File: src/rtl/alu_issue_ctrl.sv
// alu_issue_ctrl: decodes one MIPS R/I-type ALU instruction, reads
// operands from the register file, drives the ALU and returns the result.
module alu_issue_ctrl #(
   parameter int DATA_WIDTH     = 32,
   parameter int OPRN_WIDTH     = 6,
   parameter int REG_ADDR_WIDTH = 5
) (
   input  logic                      i_clk,
   input  logic                      i_rst,
   input  logic [31:0]               i_instr,
   input  logic                      i_instr_valid,
   output logic                      o_instr_ready,
   output logic                      o_rf_read,
   output logic [REG_ADDR_WIDTH-1:0] o_rf_addr_r1,
   output logic [REG_ADDR_WIDTH-1:0] o_rf_addr_r2,
   input  logic [DATA_WIDTH-1:0]     i_rf_data_r1,
   input  logic [DATA_WIDTH-1:0]     i_rf_data_r2,
   output logic [DATA_WIDTH-1:0]     o_alu_op1,
   output logic [DATA_WIDTH-1:0]     o_alu_op2,
   output logic [OPRN_WIDTH-1:0]     o_alu_oprn,
   input  logic [DATA_WIDTH-1:0]     i_alu_out,
   input  logic                      i_alu_zero,
   output logic                      o_res_valid,
   input  logic                      i_res_ready,
   output logic [DATA_WIDTH-1:0]     o_res_data,
   output logic                      o_res_zero,
   output logic [REG_ADDR_WIDTH-1:0] o_res_addr,
   output logic                      o_res_err
);

   typedef enum logic [2:0] {
      S_IDLE, S_DECODE, S_READ, S_EXEC, S_DONE
   } state_t;

   state_t r_state;
   state_t w_next;

   logic [31:0]               r_instr;
   logic [DATA_WIDTH-1:0]     r_op1;
   logic [DATA_WIDTH-1:0]     r_op2;
   logic [OPRN_WIDTH-1:0]     r_oprn;
   logic [DATA_WIDTH-1:0]     r_res_data;
   logic                      r_res_zero;
   logic [REG_ADDR_WIDTH-1:0] r_res_addr;
   logic                      r_res_err;

   logic [5:0]                w_opc;
   logic [5:0]                w_funct;
   logic [REG_ADDR_WIDTH-1:0] w_rs;
   logic [REG_ADDR_WIDTH-1:0] w_rt;
   logic [REG_ADDR_WIDTH-1:0] w_rd;
   logic [4:0]                w_shamt;
   logic [15:0]               w_imm;
   logic [DATA_WIDTH-1:0]     w_sext;
   logic [DATA_WIDTH-1:0]     w_zext;
   logic                      w_ok;
   logic                      w_rtype;
   logic                      w_shift;
   logic                      w_zimm;
   logic                      w_lui;
   logic [OPRN_WIDTH-1:0]     w_oprn;
   logic [DATA_WIDTH-1:0]     w_op1;
   logic [DATA_WIDTH-1:0]     w_op2;

   assign w_opc   = r_instr[31:26];
   assign w_rs    = r_instr[25:21];
   assign w_rt    = r_instr[20:16];
   assign w_rd    = r_instr[15:11];
   assign w_shamt = r_instr[10:6];
   assign w_funct = r_instr[5:0];
   assign w_imm   = r_instr[15:0];
   assign w_sext  = {{(DATA_WIDTH-16){w_imm[15]}}, w_imm};
   assign w_zext  = {{(DATA_WIDTH-16){1'b0}}, w_imm};

   // Decode the latched instruction into op code and operand selects
   always_comb begin
      w_ok    = 1'b0;
      w_rtype = 1'b0;
      w_shift = 1'b0;
      w_zimm  = 1'b0;
      w_lui   = 1'b0;
      w_oprn  = '0;
      case (w_opc)
         6'h00: begin
            w_rtype = 1'b1;
            case (w_funct)
               6'h20, 6'h22, 6'h2c, 6'h24,
               6'h25, 6'h27, 6'h2a: begin
                  w_ok   = 1'b1;
                  w_oprn = OPRN_WIDTH'(w_funct);
               end
               6'h00: begin
                  w_ok    = 1'b1;
                  w_shift = 1'b1;
                  w_oprn  = OPRN_WIDTH'(6'h01);
               end
               6'h02: begin
                  w_ok    = 1'b1;
                  w_shift = 1'b1;
                  w_oprn  = OPRN_WIDTH'(6'h02);
               end
               default: ;
            endcase
         end
         6'h08: begin w_ok = 1'b1; w_oprn = OPRN_WIDTH'(6'h20); end
         6'h1d: begin w_ok = 1'b1; w_oprn = OPRN_WIDTH'(6'h2c); end
         6'h0a: begin w_ok = 1'b1; w_oprn = OPRN_WIDTH'(6'h2a); end
         6'h0c: begin
            w_ok = 1'b1; w_zimm = 1'b1; w_oprn = OPRN_WIDTH'(6'h24);
         end
         6'h0d: begin
            w_ok = 1'b1; w_zimm = 1'b1; w_oprn = OPRN_WIDTH'(6'h25);
         end
         6'h0f: begin
            w_ok = 1'b1; w_lui = 1'b1; w_oprn = OPRN_WIDTH'(6'h01);
         end
         default: ;
      endcase
   end

   // Select ALU operands from read data or the immediate fields
   always_comb begin
      w_op1 = i_rf_data_r1;
      w_op2 = w_sext;
      if (w_shift) begin
         w_op1 = i_rf_data_r2;
         w_op2 = {{(DATA_WIDTH-5){1'b0}}, w_shamt};
      end else if (w_lui) begin
         w_op1 = w_zext;
         w_op2 = DATA_WIDTH'(16);
      end else if (w_rtype) begin
         w_op2 = i_rf_data_r2;
      end else if (w_zimm) begin
         w_op2 = w_zext;
      end
   end

   // FSM state register
   always_ff @(posedge i_clk) begin
      if (i_rst) r_state <= S_IDLE;
      else       r_state <= w_next;
   end

   // FSM next-state logic
   always_comb begin
      w_next = r_state;
      case (r_state)
         S_IDLE:   if (i_instr_valid) w_next = S_DECODE;
         S_DECODE: w_next = w_ok ? S_READ : S_DONE;
         S_READ:   w_next = S_EXEC;
         S_EXEC:   w_next = S_DONE;
         S_DONE:   if (i_res_ready) w_next = S_IDLE;
         default:  w_next = S_IDLE;
      endcase
   end

   // FSM outputs; the read strobe is dropped while reset is asserted
   always_comb begin
      o_instr_ready = (r_state == S_IDLE) && !i_rst;
      o_rf_read     = (r_state == S_DECODE) && w_ok && !i_rst;
      o_rf_addr_r1  = o_rf_read ? w_rs : '0;
      o_rf_addr_r2  = o_rf_read ? w_rt : '0;
      o_res_valid   = (r_state == S_DONE);
   end

   // Instruction latch, operand issue and result capture
   always_ff @(posedge i_clk) begin
      if (i_rst) begin
         r_instr    <= '0;
         r_op1      <= '0;
         r_op2      <= '0;
         r_oprn     <= '0;
         r_res_data <= '0;
         r_res_zero <= 1'b0;
         r_res_addr <= '0;
         r_res_err  <= 1'b0;
      end else begin
         case (r_state)
            S_IDLE: if (i_instr_valid) r_instr <= i_instr;
            S_DECODE: if (!w_ok) begin
               r_res_data <= '0;
               r_res_zero <= 1'b0;
               r_res_addr <= '0;
               r_res_err  <= 1'b1;
            end
            S_READ: begin
               r_op1  <= w_op1;
               r_op2  <= w_op2;
               r_oprn <= w_oprn;
            end
            S_EXEC: begin
               r_res_data <= i_alu_out;
               r_res_zero <= i_alu_zero;
               r_res_addr <= w_rtype ? w_rd : w_rt;
               r_res_err  <= 1'b0;
            end
            S_DONE: if (i_res_ready) begin
               r_op1  <= '0;
               r_op2  <= '0;
               r_oprn <= '0;
            end
            default: ;
         endcase
      end
   end

   assign o_alu_op1  = r_op1;
   assign o_alu_op2  = r_op2;
   assign o_alu_oprn = r_oprn;
   assign o_res_data = r_res_data;
   assign o_res_zero = r_res_zero;
   assign o_res_addr = r_res_addr;
   assign o_res_err  = r_res_err;

endmodule
File: config.mk
export PLATFORM = sky130hd
export DESIGN_NAME = alu_issue_ctrl
export DESIGN_NICKNAME = d
export VERILOG_FILES = /design/src/rtl/alu_issue_ctrl.sv
export SDC_FILE = /design/constraint.sdc
export NUM_CORES = 1
export LEC_CHECK = 0
export BUFFER_PORTS_ARGS = -buffer_cell sky130_fd_sc_hd__buf_4
export CORE_ASPECT_RATIO = 0.75
export CORE_MARGIN = 2
export CORE_UTILIZATION = 52
export CTS_BUF_LIST = sky130_fd_sc_hd__clkbuf_4 sky130_fd_sc_hd__clkbuf_8
export CTS_CLUSTER_SIZE = 30
export DETAILED_ROUTE_END_ITERATION = 10
export MAX_ROUTING_LAYER = met4
export PLACE_DENSITY = 0.84
export SYNTH_ARGS = -nofsm -noshare
export SYNTH_HDL_FRONTEND = slang
export SYNTH_SLANG_ARGS = --single-unit
File: constraint.sdc
create_clock -name i_clk -period 6.29 [get_ports i_clk]
set_clock_uncertainty 0.1 [all_clocks]
set_input_delay 0.629 -clock i_clk [delete_from_list [all_inputs] [get_ports i_clk]]
set_output_delay 0.629 -clock i_clk [all_outputs]
set_load 0.005 [all_outputs]
==> impl_metrics.env, run 1 <==
export IMPL_grt_first_pass_wirelength_um=31800
export IMPL_initial_core_util_pct=53.5
export IMPL_whs_endpoint="r_state[0]"
export IMPL_route_detailed_drc=0
export IMPL_final_core_util_pct=71.8
export IMPL_power_density_nw_per_um2=254
export IMPL_slew_headroom_pct=24.5
export IMPL_finalSetupViolCount=0
export IMPL_final_nets=1139
export IMPL_synth_flop_cell="dfxtp_1"
export IMPL_worst_r2r_cell_count=4
export IMPL_numCtsBuffers=17
export IMPL_drtPass1Iterations=6
export IMPL_synthTopCellsByArea="dfxtp_1 44%, nand2_1 11%, a21oi_1 5.8%"
export IMPL_yosysTopAreaCellShare_pct=43.7
export IMPL_root_buffer="clkbuf_8"
export IMPL_portBuffers=254
export IMPL_period_needed_ns=3.42
export IMPL_wl_per_cell_um=17.4
export IMPL_grt_max_degree=68
export IMPL_synthCells=802
export IMPL_area_growth_pct=34.3
export IMPL_die_w_um=134
export IMPL_filler_cell_count=1039
export IMPL_grt_use_met2_pct=48.0
export IMPL_clock_sinks=144
export IMPL_ctsHtreeMaxLevel=4
export IMPL_path_cells="nor2b_4 > o2111a_1 > and2_1 > buf_4"
export IMPL_synth_seq_cells=144
export IMPL_die_h_um=102
export IMPL_holdBufCountCts=0
export IMPL_hold_path_cell_count=2
export IMPL_maxCapViolations=0
export IMPL_tns_ns=0
export IMPL_dp_cells=1153
export IMPL_antenna_found_initial=0
export IMPL_busiest_layer="met2"
export IMPL_gr_usage_met3_pct=6.61
export IMPL_fin_crit_sh_pct=54.4
export IMPL_synth_edf_count=0
export IMPL_drive_above_1_share_pct=31.4
export IMPL_drt_iter0_drc=486
export IMPL_yosysUniqueCellTypes=55
export IMPL_p_leak_nw=3.64
export IMPL_die_area_um2=13600
export IMPL_ys_async_sr_fraction_pct=0
export IMPL_rrSetupSlack_ns=3.05
export IMPL_postCtsSetupBuffers=0
export IMPL_hpwlAfterDp_um=14400
export IMPL_cts_tree="done"
export IMPL_worstSetupPathType="reg2out"
export IMPL_crit_buf_inv=1
export IMPL_totalWireLength_um=20700
export IMPL_ys_warn_count=0
export IMPL_cts_resized=0
export IMPL_syn_avg_cell_area_um2=8.23
export IMPL_yosys_area_top_type="dfxtp_1"
export IMPL_syn_num_nets=935
export IMPL_final_antenna_net_count=0
export IMPL_overflow=0
export IMPL_crit_slowest_cell="nor2b_4"
export IMPL_worst_pin_slew_ns=1.13
export IMPL_required_ns=5.56
export IMPL_cp_slowest_stage_delay_ns=0.94
export IMPL_ys_seq_area_share_pct=43.7
export IMPL_max_freq_ghz=0.292
export IMPL_timing_rr_start="r_state[0]"
export IMPL_status="completed"
export IMPL_vias_per_cell=5.70
export IMPL_fin_cells=1186
export IMPL_worst_setup_hold_path_clk_slew_ns=0.08
export IMPL_worstHoldStart="i_instr_valid"
export IMPL_critPathArrivalTime_ns=2.69
export IMPL_rsz0062_at_grt="false"
export IMPL_grt_use_met1_pct=39.4
export IMPL_num_rows=35
export IMPL_end_kind="primary output"
export IMPL_globalplace_congestion=0.866
export IMPL_ir_drop_uv=223
export IMPL_vias=6757
export IMPL_grt_usage_pct=30.6
export IMPL_core_area_um2=12300
export IMPL_drv_slew=0
export IMPL_crit_fanout=43
export IMPL_ioPinCount=255
export IMPL_startpoint_type="register"
export IMPL_first_global_vias=6200
export IMPL_worst_skew_pair_late_latency_ns=0.44
export IMPL_cp_top_family="simple AND/OR/NAND/NOR gates"
export IMPL_reg2reg_to="o_res_data[17]"
export IMPL_hold_viol=0
export IMPL_syn_cell_area_um2=6600
export IMPL_clk_path_buf_depth=2
export IMPL_hold_class="in2reg"
[layout by cell type, fill, tap and decap left out, types with 4 or more instances in the layout]
cell | netlist | routed
buf_4 | 1 | 261
nand2_1 | 194 | 194
dfxtp_1 | 144 | 144
a21oi_1 | 76 | 76
o21ai_0 | 40 | 40
a211oi_1 | 33 | 33
and3_1 | 33 | 33
a311oi_1 | 23 | 23
nor2_1 | 19 | 18
clkbuf_8 | 0 | 18
mux2i_1 | 17 | 17
a31oi_1 | 16 | 16
o21ai_1 | 15 | 15
and2_1 | 15 | 14
a2bb2oi_1 | 11 | 11
a311oi_2 | 10 | 10
nor3_1 | 7 | 7
nand2b_1 | 6 | 6
a21o_1 | 6 | 6
o22ai_1 | 5 | 5
o21bai_1 | 5 | 5
o211ai_1 | 4 | 4
a22oi_1 | 4 | 4
clkinvlp_4 | 0 | 4
[layer usage]
layer  wire length [um]  up-vias
met2               9660      327
met4                325        0
met1               8700     3126
li1                   -     3275
met5                  0        -
met3               1990       29
[how the worst max path moves through the flow]
stage	start	endpoint	slack, ns	depth (start not counted)
2_1_floorplan	r_instr[26]	o_rf_addr_r1[0]	3.91	6
3_3_place_gp	r_state[0]	o_res_data[20]	3.29	4
3_5_place_dp	r_state[0]	o_res_data[2]	3.20	4
4_1_cts	r_state[0]	o_rf_addr_r2[1]	2.88	4
5_1_grt	r_state[0]	o_rf_addr_r2[1]	2.68	4
6_report	r_state[0]	o_rf_addr_r2[1]	2.87	4
[where the power goes]
part | switching, mW | total [mW] | internal (mW)
clock network | 0.369 | 0.783 | 0.414
logic | 0.277 | 0.476 | 0.199
registers | 0.0428 | 0.991 | 0.949
total | 0.689 | 2.25 | 1.56
[metrics by stage]
step	area (um2)	power [mW]	hold WS (ns)	setup WS, ns
after floorplan	6600	1.32	0.332	3.91
after global placement	8440	1.48	0.336	3.29
after detailed placement	8440	1.48	0.342	3.20
after CTS	8860	2.25	0.278	2.88
after global routing	8860	2.34	0.295	2.68
final	8860	2.25	0.297	2.87
[flip-flops by register name, summed over array words and instances, names as in the netlist]
signal      cells
o_alu_oprn      6
o_res_data     32
o_alu_op2      32
o_res_err       1
o_res_zero      1
r_state         3
o_res_addr      5
r_instr        32
o_alu_op1      32
[Yosys cell counts, types with 11 or more instances]
| master | n |
|---|---|
| nand2_1 | 194 |
| dfxtp_1 | 144 |
| a21oi_1 | 76 |
| clkbuf_1 | 52 |
| o21ai_0 | 40 |
| a211oi_1 | 33 |
| and3_1 | 33 |
| a311oi_1 | 23 |
| nor2_1 | 19 |
| buf_2 | 18 |
| mux2i_1 | 17 |
| a31oi_1 | 16 |
| and2_1 | 15 |
| o21ai_1 | 15 |
| a2bb2oi_1 | 11 |
[area by class of cell]
cell class                      count  area, um2  area share (%)
Antenna cell                        1       2.50          0.0282
Clock buffer                       20        263            2.96
Clock inverter                     12        160            1.81
Inverter                            4       15.0           0.169
Multi-Input combinational cell    578       3370            38.1
Sequential cell                   144       2880            32.5
Tap cell                          166        208            2.34
Timing Repair Buffer              261       1960            22.1
[worst register-to-register path: cells and delay by family (launching register included)]
family             cells  cell delay (ns)
and+or+nand+nor        2             1.98
AOI/OAI and AO/OA      2             0.63
DFF                    1             0.45
[cell families after synthesis]
logic type / after synthesis / share of synthesized area, %
AND/OR/NAND/NOR: 298 / 20.9
AO/OA/AOI/OAI: 262 / 27.2
buffers and inverters: 80 / 5.52
XOR/XNOR: 1 / 0.133
flip-flops: 144 / 43.7
multiplexers: 17 / 2.58
No activity file was read; power rests on OpenSTA's default activity.
==> run 2: changes to the inputs <==
CORE_UTILIZATION = 46   (was 52)
PLACE_DENSITY = 0.79   (was 0.84)
clock period = 3 ns   (was 6.29 ns; I/O delays follow)
==> impl_metrics.env, run 2 (same netlist as run 1, synthesis figures left out) <==
export IMPL_status="completed"
export IMPL_clock_sinks=144
export IMPL_maxCapViolations=0
export IMPL_die_h_um=108
export IMPL_seqPwrFrac_pct=45.7
export IMPL_worst_skew_pair_late_latency_ns=0.44
export IMPL_drv_slew=0
export IMPL_vias_per_cell=5.56
export IMPL_final_core_util_pct=66.0
export IMPL_slew_headroom_pct=55.7
export IMPL_num_rows=37
export IMPL_hold_class="in2reg"
export IMPL_num_antenna_cells=0
export IMPL_p_switching_mw=1.45
export IMPL_filler_cell_count=1201
export IMPL_wl_per_cell_um=17.1
export IMPL_vias=6843
export IMPL_ioPinCount=255
export IMPL_grt_usage_pct=27.4
export IMPL_crit_fanout=12
export IMPL_first_global_vias=6270
export IMPL_rrSetupSlack_ns=0.63
export IMPL_drive_above_1_share_pct=31.2
export IMPL_ir_drop_uv=362
export IMPL_overflow=0
export IMPL_power_density_nw_per_um2=495
export IMPL_root_buffer="clkbuf_8"
export IMPL_finalSetupViolCount=0
export IMPL_totalWireLength_um=21100
export IMPL_fin_crit_sh_pct=93.5
export IMPL_p_leak_nw=3.77
export IMPL_setup_ws_ns=0.194
export IMPL_area_growth_pct=38.9
export IMPL_p_int_mw=3.08
export IMPL_die_w_um=142
export IMPL_final_nets=1175
export IMPL_globalplace_congestion=0.890
export IMPL_most_common_layout_cells="267 x buf_4, 194 x nand2_1, 144 x dfxtp_1"
export IMPL_cts_tree="done"
export IMPL_clk_path_buf_depth=2
export IMPL_timing_rr_start="r_instr[0]"
export IMPL_end_kind="primary output"
export IMPL_antenna_found_initial=0
export IMPL_die_area_um2=15300
export IMPL_hold_viol=0
export IMPL_tns_ns=0
export IMPL_portBuffers=254
export IMPL_worst_r2r_cell_count=5
export IMPL_startpoint="r_instr[26]"
export IMPL_fin_hold_ws_ns=0.0255
export IMPL_rsz0062_at_grt="false"
export IMPL_p_comb_share_pct=23.3
export IMPL_reg2reg_to="o_alu_op2[27]"
export IMPL_max_freq_ghz=0.356
export IMPL_drtPass1Iterations=5
export IMPL_worst_pin_slew_ns=0.663
export IMPL_hpwlAfterDp_um=14600
export IMPL_numCtsBuffers=17
export IMPL_route_detailed_drc=0
export IMPL_startpoint_type="register"
export IMPL_drt_iter0_drc=472
export IMPL_required_ns=2.60
export IMPL_grt_first_pass_wirelength_um=32600
export IMPL_worst_setup_hold_path_clk_slew_ns=0.08
export IMPL_dp_slack_ns=0.578
export IMPL_ctsHtreeMaxLevel=4
export IMPL_core_area_um2=13900
export IMPL_final_antenna_net_count=0
export IMPL_p_clk_share_pct=30.9
export IMPL_swShare_pct=32.1
export IMPL_period_needed_ns=2.81
export IMPL_crit_end="o_rf_addr_r2[0]"
export IMPL_critPathArrivalTime_ns=2.41
export IMPL_layout_commonest_cell="buf_4"
export IMPL_grt_max_degree=49
export IMPL_initial_core_util_pct=47.5
export IMPL_worstSetupPathType="reg2out"
-- run 2: cell count changes in the layout (fill, tap and decap cells not counted), moves of 2 or more --
cell and change:
buf_4 +6, dlygate4sd3_1 +29, bufinv_16 -3, clkbuf_8 +2
clkinv_4 -2, clkinv_2 +3, clkbuf_4 -2
-- run 2: cell type report --
type                    instances  area (um2)  area share (%)
clock buffers                  20         275            3.00
clock inverters                12        83.8           0.915
inverters                       4        15.0           0.164
multi-input cells             578        3380            36.8
flip-flops and latches        144        2880            31.4
well taps                     175         219            2.39
repair buffers                297        2310            25.3
-- run 2: per-layer routing --
metal	part of all wire, %	track usage [%]	wire length, um	up-vias
li1	-	-	-	3334
met1	46	37.1	9610	3192
met2	45	41.2	9510	297
met3	8.2	7.07	1730	20
met4	1.1	6.93	224	0
met5	0	-	0	-
-- run 2: repair_timing --
action | CTS | global route
resized for setup | 0 | 1
setup buffers | 0 | 0
hold endpoints to repair | 28 | 1
hold buffers | 28 | 1
endpoints found under the setup margin | 0 | 10
-- run 2: how the worst min path moves through the flow --
| stage | start | to | slack, ns | depth (start not counted) |
|---|---|---|---|---|
| after floorplan | i_instr_valid | r_state[0] | 0.31 | 1 |
| after global placement | o_alu_op1[28] | o_alu_op1[28] | 0.34 | 2 |
| after detailed placement | o_alu_op1[25] | o_alu_op1[25] | 0.34 | 2 |
| after CTS | i_instr[31] | r_instr[31] | 0.0003 | 3 |
| after global routing | i_rf_data_r1[31] | o_alu_op1[31] | 0.007 | 3 |
| final | i_rf_data_r1[25] | o_alu_op1[25] | 0.03 | 3 |
-- run 2: power by group through the flow --
stage                     Combinational [mW]  Clock [mW]  Sequential [mW]
after floorplan                        0.675           0             2.08
after global placement                  1.00           0             2.11
after detailed placement                1.01           0             2.12
after CTS                               1.04        1.44             2.07
after global routing                    1.14        1.51             2.09
final                                   1.06        1.40             2.08
-- run 2: critical path, cell delays in order (launching register included) --
cell and delay [ns]:
dfxtp_1 0.38, or3_4 0.45, nor3_4 0.30, o21a_4 0.20, o2111a_2 0.34, and2_1 0.18, buf_4 0.11
-- run 2: through the flow --
stage          area (um2)  power, mW  instances
4_1_cts              9160       4.56       1229
3_3_place_gp         8520       3.11       1169
3_5_place_dp         8520       3.13       1169
2_1_floorplan        6600       2.76        802
5_1_grt              9170       4.74       1230
6_report             9170       4.54       1230
==> run 3: changes to the inputs <==
CELL_PAD_IN_SITES_DETAIL_PLACEMENT = 1   (was not set)
CELL_PAD_IN_SITES_GLOBAL_PLACEMENT = 1   (was not set)
CORE_UTILIZATION = 39   (was 46)
PLACE_DENSITY = not set   (was 0.79)
PLACE_DENSITY_LB_ADDON = 0.1   (was not set)
clock period = 3.45 ns   (was 3 ns; I/O delays follow)
==> impl_metrics.env, run 3 (same netlist as run 1, synthesis figures left out) <==
export IMPL_drtPass1Iterations=5
export IMPL_startpoint_type="register"
export IMPL_worstHoldStart="i_instr[23]"
export IMPL_hold_path_cell_count=3
export IMPL_drv_slew=0
export IMPL_period_needed_ns=2.96
export IMPL_numCtsBuffers=17
export IMPL_core_area_um2=16700
export IMPL_drt_iter0_drc=500
export IMPL_clk_path_buf_depth=2
export IMPL_hold_class="in2reg"
export IMPL_power_density_nw_per_um2=457
export IMPL_ctsHtreeMaxLevel=4
export IMPL_antenna_found_initial=0
export IMPL_whs_endpoint="r_instr[23]"
export IMPL_hpwlAfterDp_um=16400
export IMPL_die_w_um=154
export IMPL_vias_per_cell=5.39
export IMPL_filler_cell_count=2021
export IMPL_slew_headroom_pct=38.1
export IMPL_postCtsSetupBuffers=0
export IMPL_cts_tree="done"
export IMPL_max_freq_ghz=0.338
export IMPL_fin_crit_sh_pct=85.8
export IMPL_initial_core_util_pct=39.6
export IMPL_place_area_um2=8570
export IMPL_route_detailed_drc=0
export IMPL_root_buffer="clkbuf_8"
export IMPL_grt_first_pass_wirelength_um=35400
export IMPL_rrSetupSlack_ns=1.09
export IMPL_hold_viol=0
export IMPL_overflow=0
export IMPL_tns_ns=0
export IMPL_worst_skew_pair_late_latency_ns=0.45
export IMPL_fin_cells=1242
export IMPL_status="completed"
export IMPL_maxCapViolations=0
export IMPL_final_nets=1148
export IMPL_final_core_util_pct=53.9
export IMPL_worstSetupPathType="reg2out"
export IMPL_multi_input_area_um2=3380
export IMPL_ioPinCount=255
export IMPL_first_global_vias=6350
export IMPL_grt_max_degree=73
export IMPL_num_antenna_cells=0
export IMPL_vias=6690
export IMPL_num_rows=41
export IMPL_totalPowerFinal_mw=4.10
export IMPL_end_kind="primary output"
export IMPL_finalSetupViolCount=0
export IMPL_dp_cells=1210
export IMPL_critPathArrivalTime_ns=2.52
export IMPL_regArea_um2=2880
export IMPL_ir_drop_uv=276
export IMPL_grt_usage_pct=25.9
export IMPL_die_area_um2=18000
export IMPL_wl_per_cell_um=18.6
export IMPL_p_leak_nw=3.69
export IMPL_worst_setup_hold_path_clk_slew_ns=0.08
export IMPL_rsz0062_at_grt="false"
export IMPL_globalplace_congestion=0.829
export IMPL_most_common_layout_cells="269 x buf_4, 194 x nand2_1, 144 x dfxtp_1"
export IMPL_layout_commonest_cell="buf_4"
export IMPL_clock_sinks=144
export IMPL_stdcell_area_um2=8980
export IMPL_totalWireLength_um=23000
export IMPL_final_antenna_net_count=0
export IMPL_worst_pin_slew_ns=0.929
export IMPL_area_growth_pct=36.0
export IMPL_portBuffers=254
export IMPL_drive_above_1_share_pct=31.9
export IMPL_die_h_um=117
export IMPL_reg2reg_to="o_alu_op2[30]"
export IMPL_worst_r2r_cell_count=5
export IMPL_crit_fanout=12
export IMPL_cts_resized=0
export IMPL_timing_rr_start="r_instr[0]"
export IMPL_required_ns=3.00
[run 3: cell types whose count changed in the layout (fill, tap and decap cells not counted), moves of 2 or more]
cell / before / now
dlygate4sd3_1: 29 / 1
clkinvlp_4: 5 / 2
buf_4: 267 / 269
bufinv_16: 0 / 2
inv_6: 2 / 0
[run 3: what timing repair did]
action / in CTS / in global routing
hold buffers: 1 / 0
hold endpoints to repair: 1 / 0
setup endpoints to repair: 0 / 0
[run 3: report_power, final]
group / internal [mW] / switching [mW]
clock: 0.722 / 0.666
combinational: 0.382 / 0.526
sequential: 1.73 / 0.0769
total: 2.83 / 1.27
[run 3: critical path, stage by stage, from the launching register on]
cell and delay (ns):
dfxtp_1 0.38, or3_1 0.48, nor3_4 0.28, o21a_4 0.21, o2111a_1 0.39, and2_1 0.20
buf_4 0.11
[run 3: area by class of cell]
type	instances	share of cell area [%]
Tap cell	215	3.00
Multi-Input combinational cell	578	37.6
Timing Repair Buffer	270	22.6
Clock inverter	9	1.20
Sequential cell	144	32.1
Inverter	4	0.167
Clock buffer	22	3.30
[run 3: how the worst max path moves through the flow]
| stage | slack (ns) | cells after the start | startpoint | end |
|---|---|---|---|---|
| final | 0.49 | 6 | r_instr[27] | o_rf_addr_r1[0] |
| after global routing | 0.30 | 6 | r_instr[27] | o_rf_addr_r1[0] |
| after CTS | 0.44 | 6 | r_instr[27] | o_rf_addr_r1[0] |
| after detailed placement | 0.97 | 6 | r_instr[27] | o_rf_addr_r1[0] |
| after global placement | 1.03 | 6 | r_instr[26] | o_rf_addr_r2[1] |
| after floorplan | 1.36 | 6 | r_instr[26] | o_rf_addr_r1[0] |
[run 3: through the flow]
stage	setup WS, ns	hold WS, ns
2_1_floorplan	1.36	0.332
3_3_place_gp	1.03	0.337
3_5_place_dp	0.966	0.342
4_1_cts	0.439	0.00631
5_1_grt	0.302	0.0142
6_report	0.488	0.0335
[run 3: per-layer routing]
layer  GRT usage [%]  vias up  routed length (um)  part of all wire, %
met5               -        -                   0                    0
met4            6.17        0                 236                  1.0
met3            5.05       18                1140                  4.9
met2            39.1      192               10400                   45
met1            35.8     3185               11300                   49
li1                -     3295                   -                    -
